--- config.mk ---
export PLATFORM = sky130hd
export DESIGN_NAME = stopwatch_ctl
export DESIGN_NICKNAME = d
export VERILOG_FILES = /design/src/rtl/stopwatch_ctl_pkg.sv /design/src/rtl/stopwatch_ctl_bcd2_cnt.sv /design/src/rtl/stopwatch_ctl.sv
export SDC_FILE = /design/constraint.sdc
export NUM_CORES = 1
export LEC_CHECK = 0
export ABC_AREA = 1
export ABC_CLOCK_PERIOD_IN_PS = 1900
export CAP_MARGIN = 20
export CORE_MARGIN = 5
export CORE_UTILIZATION = 54
export CTS_CLUSTER_DIAMETER = 100
export DETAILED_ROUTE_END_ITERATION = 16
export GPL_ROUTABILITY_DRIVEN = 0
export PLACE_DENSITY = 0.76
export SYNTH_ARGS = -nofsm -noshare
export SYNTH_HDL_FRONTEND = slang
export SYNTH_SLANG_ARGS = --single-unit
--- constraint.sdc ---
create_clock -name clk -period 1.9 [get_ports clk]
set_input_delay 0.38 -clock clk [delete_from_list [all_inputs] [get_ports clk]]
set_output_delay 0.38 -clock clk [all_outputs]
set_load 0.005 [all_outputs]
--- src/rtl/stopwatch_ctl_pkg.sv ---
// Shared encodings and widths for the stopwatch controller and its BCD counter.
package stopwatch_ctl_pkg;

    localparam int CNT_BIT_WIDTH      = 4;
    localparam int SW_STATE_BIT_WIDTH = 2;

    localparam logic [SW_STATE_BIT_WIDTH-1:0] SW_IDLE  = 2'd0;
    localparam logic [SW_STATE_BIT_WIDTH-1:0] SW_RUN   = 2'd1;
    localparam logic [SW_STATE_BIT_WIDTH-1:0] SW_PAUSE = 2'd2;
    localparam logic [SW_STATE_BIT_WIDTH-1:0] SW_LAP   = 2'd3;

    typedef logic [CNT_BIT_WIDTH-1:0]      bcd_t;
    typedef logic [SW_STATE_BIT_WIDTH-1:0] sw_state_t;

    function automatic logic is_counting(input sw_state_t st);
        return (st == SW_RUN) || (st == SW_LAP);
    endfunction

endpackage

--- src/rtl/stopwatch_ctl_bcd2_cnt.sv ---
// Two-digit BCD counter with programmable terminal digits; wraps to 00 after the terminal count.
module stopwatch_ctl_bcd2_cnt
    import stopwatch_ctl_pkg::*;
(
    input  logic clk,
    input  logic rst_n,
    input  logic en,
    input  logic clr,
    input  bcd_t max_tens,
    input  bcd_t max_ones,
    output bcd_t ones,
    output bcd_t tens,
    output bcd_t ones_nxt,
    output bcd_t tens_nxt,
    output logic at_max
);

    bcd_t ones_q, ones_d;
    bcd_t tens_q, tens_d;

    always_comb begin
        ones_d = ones_q;
        tens_d = tens_q;
        if (clr) begin
            ones_d = '0;
            tens_d = '0;
        end else if (en) begin
            // Compare with >= so a corrupted digit still falls back into range.
            if (ones_q >= max_ones) begin
                ones_d = '0;
                tens_d = (tens_q >= max_tens) ? '0 : tens_q + 4'd1;
            end else begin
                ones_d = ones_q + 4'd1;
            end
        end
    end

    always_ff @(posedge clk) begin
        if (!rst_n) begin
            ones_q <= '0;
            tens_q <= '0;
        end else begin
            ones_q <= ones_d;
            tens_q <= tens_d;
        end
    end

    assign ones     = ones_q;
    assign tens     = tens_q;
    assign ones_nxt = ones_d;
    assign tens_nxt = tens_d;
    assign at_max   = (ones_q == max_ones) && (tens_q == max_tens);

endmodule

--- src/rtl/stopwatch_ctl.sv ---
// Start/stop/lap/reset sequencer: owns the FSM, lap snapshot, sticky overflow and display registers.
module stopwatch_ctl
    import stopwatch_ctl_pkg::*;
#(
    parameter int MAX_TENS = 9,
    parameter int MAX_ONES = 9,
    parameter bit WRAP_EN  = 1'b1
) (
    input  logic       clk,
    input  logic       rst_n,
    input  logic       tick,
    input  logic       btn_ss,
    input  logic       btn_lr,
    output logic [3:0] disp0,
    output logic [3:0] disp1,
    output logic       running,
    output logic       lap_active,
    output logic       overflow
);

    localparam bcd_t MAX_T = bcd_t'(MAX_TENS);
    localparam bcd_t MAX_O = bcd_t'(MAX_ONES);

    sw_state_t state_q, state_d;
    bcd_t      lap_ones_q, lap_ones_d;
    bcd_t      lap_tens_q, lap_tens_d;
    logic      ovf_q, ovf_d;
    bcd_t      disp0_q, disp1_q;
    logic      running_q, lap_active_q;

    logic cnt_tick, cnt_en, cnt_clr, at_max, terminal;
    bcd_t ones, tens, ones_nxt, tens_nxt;

    // Qualified on the pre-transition state so IDLE->RUN ignores a coincident tick.
    assign cnt_tick = tick && is_counting(state_q);
    assign terminal = cnt_tick && at_max;
    assign cnt_en   = cnt_tick && !(at_max && !WRAP_EN);

    stopwatch_ctl_bcd2_cnt u_cnt (
        .clk      (clk),
        .rst_n    (rst_n),
        .en       (cnt_en),
        .clr      (cnt_clr),
        .max_tens (MAX_T),
        .max_ones (MAX_O),
        .ones     (ones),
        .tens     (tens),
        .ones_nxt (ones_nxt),
        .tens_nxt (tens_nxt),
        .at_max   (at_max)
    );

    always_comb begin
        state_d    = state_q;
        lap_ones_d = lap_ones_q;
        lap_tens_d = lap_tens_q;
        ovf_d      = ovf_q;
        cnt_clr    = 1'b0;
        unique case (state_q)
            SW_IDLE: if (btn_ss) state_d = SW_RUN;
            SW_RUN: begin
                if (btn_ss) begin
                    state_d = SW_PAUSE;
                end else if (btn_lr) begin
                    state_d    = SW_LAP;
                    lap_ones_d = ones;
                    lap_tens_d = tens;
                end
            end
            SW_LAP: begin
                if (btn_ss)      state_d = SW_PAUSE;
                else if (btn_lr) state_d = SW_RUN;
            end
            default: begin
                if (btn_ss) begin
                    state_d = SW_RUN;
                end else if (btn_lr) begin
                    state_d = SW_IDLE;
                    cnt_clr = 1'b1;
                    ovf_d   = 1'b0;
                end
            end
        endcase
        // Terminal count overrides any button-driven transition when saturating.
        if (terminal) begin
            ovf_d = 1'b1;
            if (!WRAP_EN) state_d = SW_PAUSE;
        end
    end

    always_ff @(posedge clk) begin
        if (!rst_n) begin
            state_q      <= SW_IDLE;
            lap_ones_q   <= '0;
            lap_tens_q   <= '0;
            ovf_q        <= 1'b0;
            disp0_q      <= '0;
            disp1_q      <= '0;
            running_q    <= 1'b0;
            lap_active_q <= 1'b0;
        end else begin
            state_q      <= state_d;
            lap_ones_q   <= lap_ones_d;
            lap_tens_q   <= lap_tens_d;
            ovf_q        <= ovf_d;
            disp0_q      <= (state_d == SW_LAP) ? lap_ones_d : ones_nxt;
            disp1_q      <= (state_d == SW_LAP) ? lap_tens_d : tens_nxt;
            running_q    <= is_counting(state_d);
            lap_active_q <= (state_d == SW_LAP);
        end
    end

    assign disp0      = disp0_q;
    assign disp1      = disp1_q;
    assign running    = running_q;
    assign lap_active = lap_active_q;
    assign overflow   = ovf_q;

endmodule

==> summary.md, run 1 <==
| Metric | Value |
|---|---|
| Reg2reg path depth | `8` |
| Maximum number of pins on one net before global-route repair | `17` |
| Status | `completed` |
| Die footprint | `3740 µm²` |
| Async set or reset register ratio after synthesis | `0` |
| Overall Global Routing Usage | `0.187` |
| Top Layer Used | `met4` |
| End-of-flow core utilization | `0.664` |
| Post-synthesis xor/xnor area fraction | `0.0124` |
| Mapped Nets | `196` |
| Mapped cell area | `1410 µm²` |
| R2r setup slk | `280 ps` |
| Starting density of the core | `0.566` |
| Post-CTS sizing | `0` |
| 1st-iter DRT viols | `46` |
| CTS max path bufs | `2` |
| Ant diodes | `0` |
| Antenna Nets Post-Route | `0` |
| Top post-synthesis cells by count | `nor2_1 (30), dfxtp_1 (29), nand2_1 (29)` |
| Clock skew | `14.9 ps` |
| First-pass GRT wire length | `5.06 mm` |
| Routed WL | `2.99 mm` |
| Worst Path Class, Setup | `flip-flop to flip-flop` |
| Final TNS setup | `0 ps` |
| Rel. slew slack | `0.777` |
| Final period demand of the worst path | `1620 ps` |
| FF-to-FF Start | `u_cnt.ones[1]` |
| Clock root cell | `clkbuf_4` |
| Final period util | `0.851` |
| Placed wire-length estimate | `2.20 mm` |
| Most common cell in the netlist | `nor2_1` |
| Cell variety after synth | `31` |
| Fin. Hold Viols | `0` |
| CTS tree | `built` |
| Area contributors post-synth | `dfxtp_1 (41%), nor2_1 (8.0%), nand2_1 (7.7%)` |
| Fmax | `0.618 GHz` |
| Pwr/cell area | `697 nW/µm²` |
| Row cnt | `18` |
| Vias | `1219` |
| # Max-Cap Violations | `0` |
| Slew @ Worst Pin | `334 ps` |
| Remaining DRCs | `0` |
| Die Width | `61.2 µm` |
| Cells after synthesis | `185` |
| Final Net Count | `218` |
| Flops & latches, synth | `29` |
| Layout cell share with drive strength beyond 1 | `0.159` |
| Placed Instances | `230` |
| Met3 WL post-DR | `172 µm` |
| Hold buffers post-CTS | `0` |
| Area leader, netlist | `dfxtp_1` |
| IO Port Bufs | `15` |
| Vias in the first global route | `1124` |
| Crit. End Element | `flip-flop` |
| Metal2 WL | `1.44 mm` |
| Met1 Routed Length | `1.32 mm` |
| Wire length per cell | `12.6 µm` |
| Final setup vio count | `0` |
| Post-CTS Setup Bufs | `0` |
| Initial antenna violation count | `0` |
| Grt ovf | `0` |
| Yosys Warn Count | `0` |
| Cts bufs inserted | `5` |
| Hold Slack | `481 ps` |
| RSZ-0062 raised after global routing | `no` |
| Layout Cells excl Fill | `237` |
| Drt pass-1 iters | `4` |
| Io pins | `16` |
| Post-synth top area share | `0.411` |
| Overall power | `1.16 mW` |
| Hold crit path type | `flip-flop to flip-flop` |
| Sink Count | `29` |
| Synth Area in Simple Gates | `0.327` |
| Top FF cell, synth | `dfxtp_1` |
| Via density | `5.14` |
| Critical path launch point type | `flip-flop` |
| Static Leak | `0.776 nW` |
| Reg clk slew, reported paths | `90 ps` |
| Post-synthesis adder-cell area fraction | `0.0531` |
| Crit path to | `disp0[1]` |
| Crit Path Max Fanout | `8` |
| Seq/Total Area, Yosys | `0.411` |
| Worst Setup SP | `u_cnt.ones[1]` |
| Fill cell count | `221` |
| Synth Area in Compound Gates | `0.104` |
| Post-synth EDFFs | `0` |
| Mux contribution to synthesized area | `0` |
| Crit path required time | `2170 ps` |
| Latest clock arrival within the worst-skew pair | `330 ps` |
| Worst r2r dst | `disp0[1]` |
| Worst VDD drop | `617 µV` |
| Largest family of logic cells by synthesized area | `simple AND/OR/NAND/NOR gates` |
| Die Span Y | `61.2 µm` |
| P&R area growth vs syn | `17.3%` |
| Mean Syn Cell Area | `7.64 µm²` |
| Final Max Slew Viols | `0` |
| Critical path arrival | `1890 ps` |
| Htree depth | `2` |
| Core area | `2500 µm²` |
==> flip-flops by register name, indices dropped and copies added, names as in the netlist, 2 cells and up <==
name	count
lap_tens_q	4
disp1	4
u_cnt.ones	4
u_cnt.tens	4
disp0	4
lap_ones_q	4
state_q	2
==> worst max-delay path: stages (launching register included) <==
cell,delay [ps]
dfxtp_1,420
inv_1,100
ha_1,210
nor2_1,110
nand2_2,120
nand2_4,130
nand3_1,90
or2_1,250
a21oi_2,120
==> worst min path at each step <==
stage                    end     startpoint  cells past startpoint
4_1_cts             overflow       overflow                      2
2_1_floorplan  lap_ones_q[0]  lap_ones_q[0]                      2
3_5_place_dp   lap_tens_q[2]  lap_tens_q[2]                      2
3_3_place_gp        overflow       overflow                      2
5_1_grt             overflow       overflow                      2
6_report            overflow       overflow                      2
==> final cells by class <==
cell class | instances | area [µm²] | area share
Clock buffer | 7 | 55.1 | 0.0332
Inverter | 30 | 113 | 0.0679
Multi-Input combinational cell | 123 | 701 | 0.422
Sequential cell | 29 | 581 | 0.350
Tap cell | 30 | 37.5 | 0.0226
Timing Repair Buffer | 18 | 173 | 0.104
==> layout by cell type, fill, tap and decap left out, drive strengths merged <==
cell type and n:
a21oi 11, a22oi 2, buf 3, clkbuf 7, clkdlybuf4s50 15, clkinv 1, dfxtp 29, ha 6
inv 29, nand2 36, nand3 15, nand4 1, nor2 36, nor3 1, nor4 1, o21a 2
o21ai 7, o21bai 1, or2 2, xor2 2
==> metrics by stage <==
| step | cell area (µm²) | setup slack [ps] |
|---|---|---|
| 6_report | 1660 | 283 |
| 5_1_grt | 1660 | 141 |
| 4_1_cts | 1660 | 303 |
| 3_5_place_dp | 1600 | 54.9 |
| 3_3_place_gp | 1600 | 120 |
| 2_1_floorplan | 1410 | 541 |
==> power by group <==
part | leakage (nW) | switching, mW | internal (mW)
clock network | 0.0314 | 0.208 | 0.174
registers | 0.235 | 0.0123 | 0.626
logic | 0.509 | 0.0791 | 0.0578
total | 0.776 | 0.299 | 0.858
==> routing by layer <==
layer	vias to the layer above	global-route usage
met4	0	0.0743
li1	617	-
met3	7	0.0629
met5	-	0
met2	36	0.313
met1	559	0.221
==> cell families after synthesis <==
family / count (synthesis)
DFF: 29
xor gates and xnor gates: 2
buffers and inverters: 33
and+or+nand+nor: 92
adders and majority gates: 6
AOI/OAI and AO/OA: 23
No activity file was read; power rests on OpenSTA's default activity.
==> run 2: changes to the inputs <==
==> constraint.sdc (replaced) <==
create_clock -name clk -period 1.9 [get_ports clk]
set_input_delay 0.285 -clock clk [delete_from_list [all_inputs] [get_ports clk]]
set_output_delay 0.285 -clock clk [all_outputs]
set_load 0.005 [all_outputs]
==> results of run 2 <==
Same layout as run 1: the final DEF is identical, and so are final timing and power.
Among the figures that moved: setup slack after placement 54.9 ps -> 150 ps
